$ cat src/rtl/mul_pkg.sv
// mul_pkg: shared FSM state type, operand/product widths and per-step shift amounts
package mul_pkg;
  typedef enum logic [1:0] {IDLE, MUL, DONE} state_t;
  localparam int NIB_W = 4;
  localparam int OP_W = 8;
  localparam int PROD_W = 16;
  localparam logic [3:0] STEP_SH [4] = '{4'd0, 4'd4, 4'd4, 4'd8};
endpackage

$ cat src/rtl/mul4x4_array.sv
// mul4x4_array: combinational 4x4 unsigned array multiplier (a, b -> p = a*b)
module mul4x4_array
  import mul_pkg::*;
(
  input  logic [NIB_W-1:0]   a,
  input  logic [NIB_W-1:0]   b,
  output logic [2*NIB_W-1:0] p
);
  always_comb begin
    p = '0;
    for (int i = 0; i < NIB_W; i++) p = p + ({{NIB_W{1'b0}}, a & {NIB_W{b[i]}}} << i);
  end
endmodule

$ cat src/rtl/mul8_seq_ctrl.sv
// mul8_seq_ctrl: 8x8 multiply over four 4x4 core steps; in_valid/in_ready/in_a/in_b in, out_valid/out_ready/out_p out, busy
module mul8_seq_ctrl
  import mul_pkg::*;
#(
  parameter bit PP_REG = 1'b0
) (
  input  logic              clk,
  input  logic              rst,
  input  logic              in_valid,
  output logic              in_ready,
  input  logic [OP_W-1:0]   in_a,
  input  logic [OP_W-1:0]   in_b,
  output logic              out_valid,
  input  logic              out_ready,
  output logic [PROD_W-1:0] out_p,
  output logic              busy
);
  state_t state_q, state_d;
  logic [OP_W-1:0] a_q, b_q;
  logic [PROD_W-1:0] acc_q, acc_sum;
  logic [1:0] step_q;
  logic ph_q, acc_en, last;
  logic [NIB_W-1:0] core_a, core_b;
  logic [2*NIB_W-1:0] core_p, pp_q, pp_src;
  mul4x4_array u_core (.a(core_a), .b(core_b), .p(core_p));
  always_comb begin
    core_a = state_q == MUL ? (step_q[0] ? a_q[OP_W-1:NIB_W] : a_q[NIB_W-1:0]) : '0;
    core_b = state_q == MUL ? (step_q[1] ? b_q[OP_W-1:NIB_W] : b_q[NIB_W-1:0]) : '0;
    pp_src = PP_REG ? pp_q : core_p;
    acc_sum = acc_q + ({{(PROD_W-2*NIB_W){1'b0}}, pp_src} << STEP_SH[step_q]);
    acc_en = state_q == MUL && (!PP_REG || ph_q);
    last = acc_en && step_q == 2'd3;
    in_ready = state_q == IDLE;
    busy = state_q != IDLE;
    state_d = state_q == IDLE ? (in_valid ? MUL : IDLE) :
              state_q == MUL  ? (last ? DONE : MUL) :
              (out_ready ? IDLE : DONE);
  end
  always_ff @(posedge clk)
    if (rst) state_q <= IDLE;
    else state_q <= state_d;
  always_ff @(posedge clk) begin
    if (rst) begin
      a_q <= '0;
      b_q <= '0;
      acc_q <= '0;
      step_q <= '0;
      ph_q <= 1'b0;
      pp_q <= '0;
      out_p <= '0;
      out_valid <= 1'b0;
    end else begin
      if (in_valid && in_ready) begin
        a_q <= in_a;
        b_q <= in_b;
        acc_q <= '0;
        step_q <= '0;
        ph_q <= 1'b0;
      end
      if (state_q == MUL) begin
        pp_q <= core_p;
        ph_q <= PP_REG ? !ph_q : 1'b0;
      end
      if (acc_en) begin
        acc_q <= acc_sum;
        step_q <= step_q + 2'd1;
      end
      if (last) begin
        out_p <= acc_sum;
        out_valid <= 1'b1;
      end
      if (state_q == DONE && out_ready) out_valid <= 1'b0;
    end
  end
endmodule

$ cat config.mk
export PLATFORM = sky130hd
export DESIGN_NAME = mul8_seq_ctrl
export DESIGN_NICKNAME = d
export VERILOG_FILES = /design/src/rtl/mul_pkg.sv /design/src/rtl/mul4x4_array.sv /design/src/rtl/mul8_seq_ctrl.sv
export SDC_FILE = /design/constraint.sdc
export NUM_CORES = 1
export LEC_CHECK = 0
export CORE_UTILIZATION = 45
export CTS_CLUSTER_SIZE = 24
export DETAILED_ROUTE_END_ITERATION = 10
export PLACE_DENSITY = 0.66
export SLEW_MARGIN = 0
export SYNTH_ARGS = -nofsm -noshare
export SYNTH_HDL_FRONTEND = slang
export SYNTH_HIERARCHICAL = 1
export SYNTH_SLANG_ARGS = --single-unit
$ cat constraint.sdc
create_clock -name clk -period 13.6 [get_ports clk]
set_input_delay 2.72 -clock clk [delete_from_list [all_inputs] [get_ports clk]]
set_output_delay 2.72 -clock clk [all_outputs]
set_load 0.03 [all_outputs]
* Word-level counts from Yosys, hierarchy flattened
Cells that the tools add are included.
** Storage, ports and cells
- Register bits after elaboration :: 53
- Bits of input ports :: 20
- Output and inout port bits :: 19
- Logic and storage cells :: 45
** Cells by class
- Add/sub/neg operators :: 5
- Order comparisons :: 1
- Eq/ne operators :: 3
- Shift-type cells :: 1
- Muxes and demuxes :: 16
- Bitwise logic cells :: 5
- Reductions and logical operators :: 7
** Operators with widths (count)
- $mux 16 :: 2
- $mux 4 :: 6
- $add 16x16->16 :: 1
- $and 4x4->4 :: 4
- $shl 8x4->16 :: 1
- $mux 2 :: 6
- $add 7x7->8 :: 1
- $bmux 4 s2 :: 1
- $add 6x6->7 :: 1
- $add 4x5->6 :: 1
- $eq 2x2->1 const B :: 2
- $reduce_bool 2->1 :: 2
- $ge 3x3->1 const B :: 1
- $logic_and 1x1->1 :: 3
- $not 2->3 :: 1
- $add 2x1->2 const B :: 1
- $eq 2x1->1 const B :: 1
- $logic_not 2->1 :: 1
- $reduce_or 2->1 :: 1
- $mux 1 :: 1

* Depth between registers and ports, before layout
Gate-level depths: netlist of run 1.
- Word-level depth :: 9
- Mapped depth :: 22
- Gate-level depth less buffers :: 20

* Cells and area by module
Netlist of run 1, hierarchy kept.
** By module, submodules not included
- mul8_seq_ctrl :: times used 1, cells an instance 392, area an instance 3035.4 um2, seq. area each 1061.0 um2
- mul4x4_array :: times used 1, cells an instance 42, area an instance 385.4 um2, seq. area each 0.0 um2

* Least setup slack after synthesis of run 1
Ideal clock, no wire load.
- Path kind :: register to register
- Start :: register state_q[1]
- End :: register out_p[14]
- Setup time :: 0.058 ns
- Arrival :: 5.165 ns
- Required time :: 13.542 ns
- Path slack :: 8.377 ns
- Cell stages (with the launch flop) :: 23
- Path buffers :: 2
- Clock period less this slack :: 5.223 ns
- Cells stage by stage :: dfxtp_1 nand2b_1 clkbuf_1 clkbuf_1 nor2_1 and2_1 fa_1 inv_1 fa_1 inv_1 ha_1 fa_1 a21o_1 a21oi_2 xnor2_1 mux2i_1 nor2_1 ha_1 a21oi_1 o21ai_0 a21oi_1 a2111oi_0 a311o_2
** Between the ends
- Word-level cells in the longest chain between the ends :: 8
- Elaborated cells on any way between the ends :: 13
- Those cells by class :: add/sub: 4; eq/ne: 1; shift: 1; mux: 2; bitwise: 4; reduce/logical: 1
** Ends and longest elaborated chain
- start, declared :: line mul8_seq_ctrl.sv:18 : state_t state_q, state_d;
- start signal, assigned :: line mul8_seq_ctrl.sv:41 : else state_q <= state_d;
- $eq 2x1->1
- $mux 4 :: line mul8_seq_ctrl.sv:28 : core_b = state_q == MUL ? (step_q[1] ? b_q[OP_W-1:NIB_W] : b_q[NIB_W-1:0]) : '0;
- named net core_b[0] :: line mul8_seq_ctrl.sv:23 : logic [NIB_W-1:0] core_a, core_b;
- $and 4x4->4 :: line mul4x4_array.sv:11 : for (int i = 0; i < NIB_W; i++) p = p + ({{NIB_W{1'b0}}, a & {NIB_W{b[i]}}} << i);
- $add 4x5->6 :: line mul4x4_array.sv:11
- $add 6x6->7 :: line mul4x4_array.sv:11
- $add 7x7->8 :: line mul4x4_array.sv:11
- named net core_p[7] :: line mul8_seq_ctrl.sv:24 : logic [2*NIB_W-1:0] core_p, pp_q, pp_src;
- $shl 8x4->16 :: line mul8_seq_ctrl.sv:30 : acc_sum = acc_q + ({{(PROD_W-2*NIB_W){1'b0}}, pp_src} << STEP_SH[step_q]);
- $add 16x16->16 :: line mul8_seq_ctrl.sv:30
- end signal, assigned :: line mul8_seq_ctrl.sv:69 : out_p <= acc_sum;
- end, declared :: line mul8_seq_ctrl.sv:15 : output logic [PROD_W-1:0] out_p,
The timed path passes the listed nets, and every way through them passes these cells.
A chain may end at the register's enable or synchronous reset.

* Worst setup path in the final report of run 1
Same ends and word-level chain as after synthesis.

==> results.md, run 1 <==
* Initial antenna violation count at 0
* Final wirelength at 8460 um
* First-pass GRT wire length at 13600 um
* Multi-input logic area at about 2200 um2
* Antenna Diode Count at 0
* Clock Sinks at 53
* CP endpoint kind: flip-flop
* Count of final max-slew check failures at 0
* Post-DR vias/cell at around 5.6
* TritonCTS clock tree: yes
* Async SR Flop Fraction at 0
* Height of the chip at 89.2 um
* FP Rows at 31
* WL/cell at 15.2 um
* Cts bufs inserted at 5
* Vias in the first global route at around 2800
* Worst Max-Slew Pin Slew at 1110 ps
* FMAX at 172 MHz
* Layout cells sized above 1 at 0.0393
* TNS Setup at 0 ps
* Total core area at between 7000 and 8000 um2
* Setup violations, final at 0
* Die W at 89.2 um
* Worst hold slack at 460 ps
* Synth Cell Area at about 3400 um2
* Pwr dens at 76.6 nW/um2
* Synthesized area per cell at between 7 and 8 um2
* Clock Tree Root: clkbuf_8
* Net Count, Synth at about 500
* IO buf count at 38
* I/O pin cnt at 39
* Largest net degree at the start of global routing at 48
* H-tree depth at 2
* DRT iter0 DRCs at 184
* Final Hold Vio Count at 0
* Router iterations before antenna repair at 4
* Min-Delay Path Class: flip-flop to flip-flop
* Critical path startpoint category: flip-flop
* Filler Cells Inserted at 726
* Critical Path Fanout Max at 20
* Synth Instances at 434
* Required @ worst endpoint at 13850 ps
* Leak pwr at 0.00162 uW
* Die area at just under 8000 um2
* Remaining global-route overflow at 0
* CP arrival at 6080 ps
* Later-pin clock latency in the skew report at ~310 ps
* Sequential fraction of the synthesis area at 0.310
* Placer congestion estimate at roughly 0.89
* Layout area overhead at 15.7%
* Clock transition at path regs at around 100 ps
* Post-layout min period at 5830 ps
* Power Total at between 300 and 400 uW
* Placed cell areas at 3850 um2
* Via Count at roughly 3100
* Fin Clk Skew at 12.7 ps
* Unrepaired setup endpoints after global routing: no
* Synth unique cells at 50
* EDFF count, synth at 0
* Initial Util at 0.469
* Run status: complete, no violations
* Post-CTS Hold Buffers at 0
* VDD IR max at 49.1 uV
* Antenna-violating nets left at 0
* CTS resizes at 0
* Crit Path Class: flip-flop to flip-flop
* Yosys warns at 6
* Final net count at ~510
* Finished Layout Cells at 557
* Final Cell Area at between 3000 and 4000 um2
* Relative slew margins at 0.256
* Final period utilization at 0.428
* Synth Flop Type: dfxtp_1
* All-Layer GR Usage at 0.222
* Synth Register Bits at 53
* Dpl cells at 549
* Post CTS Setup Buffer Count at 0
* # Max-Cap Violations at 0
* HPWL after DPL at 6160 um
* DRC at 0
* Maximum root-to-sink buffer count at 2
* Sequential cell area at 1060 um2
-- Yosys cell counts (2+ instances only) --
| master | n | area, um2 |
|---|---|---|
| fa_1 | 6 | 120 |
| and3_1 | 8 | 50.1 |
| mux2i_1 | 12 | 120 |
| o21ai_0 | 16 | 80.1 |
| nand2b_1 | 4 | 25.0 |
| a2111oi_0 | 3 | 26.3 |
| xnor2_1 | 6 | 52.6 |
| a311o_1 | 4 | 40.0 |
| o211ai_2 | 2 | 25.0 |
| dfxtp_1 | 53 | 1060 |
| inv_1 | 8 | 30.0 |
| and2_1 | 18 | 113 |
| clkbuf_1 | 18 | 67.6 |
| o21a_1 | 2 | 15.0 |
| a21oi_1 | 53 | 265 |
| nand3_1 | 26 | 130 |
| or3_1 | 3 | 18.8 |
| nand2_1 | 78 | 293 |
| nor2b_1 | 8 | 50.1 |
| nor4_1 | 3 | 18.8 |
| xor2_1 | 2 | 17.5 |
| buf_1 | 2 | 7.51 |
| a211o_1 | 6 | 52.6 |
| buf_2 | 4 | 20.0 |
| nor2_1 | 25 | 93.8 |
| and4_1 | 2 | 17.5 |
| a22o_1 | 4 | 35.0 |
| ha_1 | 26 | 325 |
| nand4_1 | 4 | 25.0 |
| a211oi_1 | 3 | 22.5 |
| a21o_1 | 4 | 30.0 |
| nor3_1 | 3 | 15.0 |
-- layout by cell type (no fill, tap or decap), drive strengths merged, types with 12 or more instances in the layout --
master and count:
and2 19, o21ai 16, nand3 26, a21oi 55, mux2i 12, nor2 25, dfxtp 53, nand2 78
clkdlybuf4s50 38, ha 26
-- worst max-delay path, cell delays in order, from the launching register on --
cell	delay (ps)
dfxtp_1	410
nand2b_1	640
nor2_1	190
and2_1	240
fa_1	540
inv_1	60
fa_1	530
inv_1	40
ha_1	220
fa_1	400
a21o_1	180
a21oi_2	140
xnor2_1	90
mux2i_1	190
nor2_1	70
ha_1	370
a21oi_1	90
o21ai_0	500
a21oi_1	220
a2111oi_0	470
a311o_2	180
-- per-stage QoR --
stage,setup slack (ps),utilization
after CTS,7820,0.543
after floorplan,8380,-
after global routing,7410,0.543
final,7770,0.543
after detailed placement,7870,0.528
after global placement,8120,0.528
-- final cells by class --
cell class | count | share of cell area
clock buffers | 6 | 0.0183
clock inverters | 2 | 0.00980
inverters | 8 | 0.00759
multi-input cells | 348 | 0.563
flip-flops and latches | 53 | 0.268
well taps | 99 | 0.0313
repair buffers | 41 | 0.102
-- layer usage --
layer	global-route usage	up-vias	wire length, um
met1	0.311	1462	4080
met5	0	-	0
met3	0.0295	4	433
met4	0.0577	0	43
li1	-	1581	-
met2	0.361	77	3900
-- power breakdown --
part           internal [uW]  total [uW]  switching, uW
registers                159         161           2.62
logic                   11.9        30.0           18.1
clock network           55.4         112           56.5
-- sequential cells by signal, indices dropped and copies added (netlist names) --
name       flops
out_valid      1
b_q            8
step_q         2
state_q        2
acc_q         16
a_q            8
out_p         16
-- final timing paths --
kind,start,endpoint,slack (ps),cells past startpoint
setup / recovery,state_q[1],out_p[14],7770,20
hold / removal,out_p[7],out_p[7],460,2
setup reg to reg,state_q[1],out_p[14],7770,20
hold reg to reg,out_p[7],out_p[7],460,2
-- cells by family (layout without fill, tap and decap cells) --
| logic type | count (synthesis) | count (layout) | share of synthesized area |
|---|---|---|---|
| and+or+nand+nor | 187 | 187 | 0.260 |
| AOI/OAI and AO/OA | 109 | 109 | 0.206 |
| DFF | 53 | 53 | 0.310 |
| buffers and inverters | 33 | 57 | 0.0380 |
| adders and majority gates | 32 | 32 | 0.130 |
| muxes | 12 | 12 | 0.0351 |
| xor gates and xnor gates | 8 | 8 | 0.0205 |
No activity file was read; power rests on OpenSTA's default activity.
==> run 2: changes to the inputs <==
==> constraint.sdc (replaced) <==
create_clock -name clk -period 5.66 [get_ports clk]
set_input_delay 1.132 -clock clk [delete_from_list [all_inputs] [get_ports clk]]
set_output_delay 1.132 -clock clk [all_outputs]
set_load 0.03 [all_outputs]
==> run 2 against run 1 <==
Compared with the run above: sequential power grew 140%; worst hold slack lost 2.7 ps; critical path depth shrank 1; cell count grew 0.36%; setup slack lost 7400 ps; register-to-register slack lost 7400 ps; non-clock buffer count grew 2; design area grew 0.95%.
==> results.md, run 2 (synthesis results as in run 1) <==
* Leak pwr at 0.00164 uW (+1.4%)
* Vias in the first global route at 2987 (+6.3%)
* Die area at 7950 um2 (unchanged)
* Layout cells sized above 1 at 0.0457 (+0.00635)
* Unrepaired setup endpoints after global routing: no
* Placed cell areas at 3860 um2 (+0.39%)
* Layout area overhead at 16.8%
* CTS resizes at 0 (unchanged)
* CP endpoint kind: flip-flop
* Post CTS Setup Buffer Count at 0 (unchanged)
* Final Cell Area at 4000 um2 (+0.95%)
* Final Hold Vio Count at 0 (unchanged)
* Most frequent CP cell: fa_1
* Via Count at 3151 (+0.86%)
* TNS Setup at 0 ps (unchanged)
* Final wirelength at 8970 um (+6.1%)
* Final net count at 511 (+0.39%)
* Clock transition at path regs at 100 ps (about the same)
* Post-layout min period at 5320 ps (-508 ps)
* Final period utilization at 0.940 (+0.511)
* Pwr dens at 193 nW/um2 (+150%)
* Cts bufs inserted at 5 (unchanged)
* Worst Max-Slew Pin Slew at 1070 ps (-34.9 ps)
* # Max-Cap Violations at 0 (unchanged)
* Count of final max-slew check failures at 0 (unchanged)
* FMAX at 188 MHz (+9.5%)
* Die W at 89.2 um (unchanged)
* Top flop regs: acc_q x16, out_p x16
* VDD IR max at 90.3 uV (+84%)
* Post-CTS Hold Buffers at 0 (unchanged)
* Crit path max-delay cell type: fa_1
* TritonCTS clock tree: yes
* Critical path startpoint category: flip-flop
* Most common cell after layout, fill and taps aside: nand2_1
* Clock Sinks at 53 (unchanged)
* CP arrival at 5530 ps (-550 ps)
* Power Total at 772 uW (+150%)
* WL/cell at 16.1 um (+5.7%)
* Critical Path Fanout Max at 10 (-50%)
* Worst hold slack at 457 ps (-2.68 ps)
* Total core area at 7290 um2 (unchanged)
* First-pass GRT wire length at 14800 um (+9.0%)
* Buf/Inv on CP at 2 (unchanged)
* Placer congestion estimate at 0.917 (+2.6%)
* CP delay by family, top: adder cells
* CP cell instances: nand2b_1 -> nor2_1 -> and2_1 -> fa_1 -> inv_1 -> fa_1 -> inv_1 -> ha_1 -> fa_1 -> a21o_1 -> a21oi_2 -> xnor2_1 -> a22o_1 -> ha_1 -> a21oi_1 -> o21ai_0 -> a21oi_1 -> a2111oi_0 -> a311o_2
* DRC at 0 (unchanged)
* Initial antenna violation count at 0 (unchanged)
* Most frequent cells in the layout: nand2_1, a21oi_1, dfxtp_1
* Router iterations before antenna repair at 4 (unchanged)
* I/O pin cnt at 39 (unchanged)
* IO buf count at 38 (unchanged)
* Later-pin clock latency in the skew report at 310 ps (about the same)
* FP Rows at 31 (unchanged)
* DRT iter0 DRCs at 176 (-4.3%)
* Required @ worst endpoint at 5870 ps (-7980 ps)
* All-Layer GR Usage at 0.244 (+0.0224)
* Maximum root-to-sink buffer count at 2 (unchanged)
* HPWL after DPL at 6590 um (+7.0%)
* Fin Clk Skew at 8.60 ps (-4.07 ps)
* Relative slew margins at 0.279 (+0.0234)
* Largest stage delay, worst path at 540 ps (-100 ps)
* Remaining global-route overflow at 0 (unchanged)
* H-tree depth at 2 (unchanged)
* Initial Util at 0.469 (unchanged)
* Post-layout util at 0.548 (+0.00515)
* Clock Tree Root: clkbuf_8
* Run status: complete, no violations
* Antenna Diode Count at 0 (unchanged)
* Crit Path Class: flip-flop to flip-flop
* Post-DR vias/cell at 5.64 (+0.50%)
* Height of the chip at 89.2 um (unchanged)
* Min-Delay Path Class: flip-flop to flip-flop
* Setup violations, final at 0 (unchanged)
* Antenna-violating nets left at 0 (unchanged)
* Largest net degree at the start of global routing at 48 (unchanged)
## run 2: cell count changes in the layout (fill, tap and decap cells not counted), sizes merged
cell	before	now
clkbuf	6	5
bufinv	1	2
buf	3	5
## run 2: path summary, 6_finish.rpt
check / startpoint / depth (start not counted) / slack [ps] / endpoint
worst max-delay path: state_q[1] / 19 / 340 / out_p[14]
worst min-delay path: b_q[3] / 2 / 460 / b_q[3]
worst max register to register: state_q[1] / 19 / 340 / out_p[14]
worst min register to register: b_q[3] / 2 / 460 / b_q[3]
## run 2: routing by layer
metal,vias up,share of wire,track usage
met1,1444,0.46,0.328
met5,-,0,0
met2,98,0.47,0.402
met3,21,0.044,0.0351
met4,0,0.024,0.0880
li1,1588,-,-
## run 2: layout make-up
cell class | count | area (um2)
flip-flops and latches | 53 | 1060
repair buffers | 43 | 418
multi-input cells | 348 | 2230
fillers | 741 | 3300
clock inverters | 3 | 65.1
inverters | 8 | 30.0
clock buffers | 5 | 68.8
well taps | 99 | 124
## run 2: power by group
part	internal, uW	switching [uW]	total, uW
clock	176	134	310
sequential	381	6.06	387
combinational	29.5	45.3	74.8
## run 2: worst register-to-register path, cell delays in order, from the launching register on
cell and delay (ps):
dfxtp_1 410, nand2b_1 340, nor2_1 160, and2_1 180, fa_1 540, inv_1 60, fa_1 530, inv_1 40
ha_1 210, fa_1 410, a21o_1 190, a21oi_2 140, xnor2_1 90, a22o_1 210, ha_1 380, a21oi_1 380
o21ai_0 170, a21oi_1 250, a2111oi_0 160, a311o_2 380
## run 2: through the flow
stage                     setup WS [ps]  instances
after floorplan                     437        434
after global placement              476        551
after detailed placement            403        551
after CTS                           338        559
after global routing               1.54        559
final                               341        559
==> run 3: changes to the inputs <==
--- a/config.mk
+++ b/config.mk
@@ -5,6 +5,7 @@
 export SDC_FILE = /design/constraint.sdc
 export NUM_CORES = 1
 export LEC_CHECK = 0
+export CAP_MARGIN = 20
 export CORE_UTILIZATION = 45
 export CTS_CLUSTER_SIZE = 24
 export DETAILED_ROUTE_END_ITERATION = 10
==> results of run 3 <==
Final layout, timing and power as in run 2 (identical DEF).
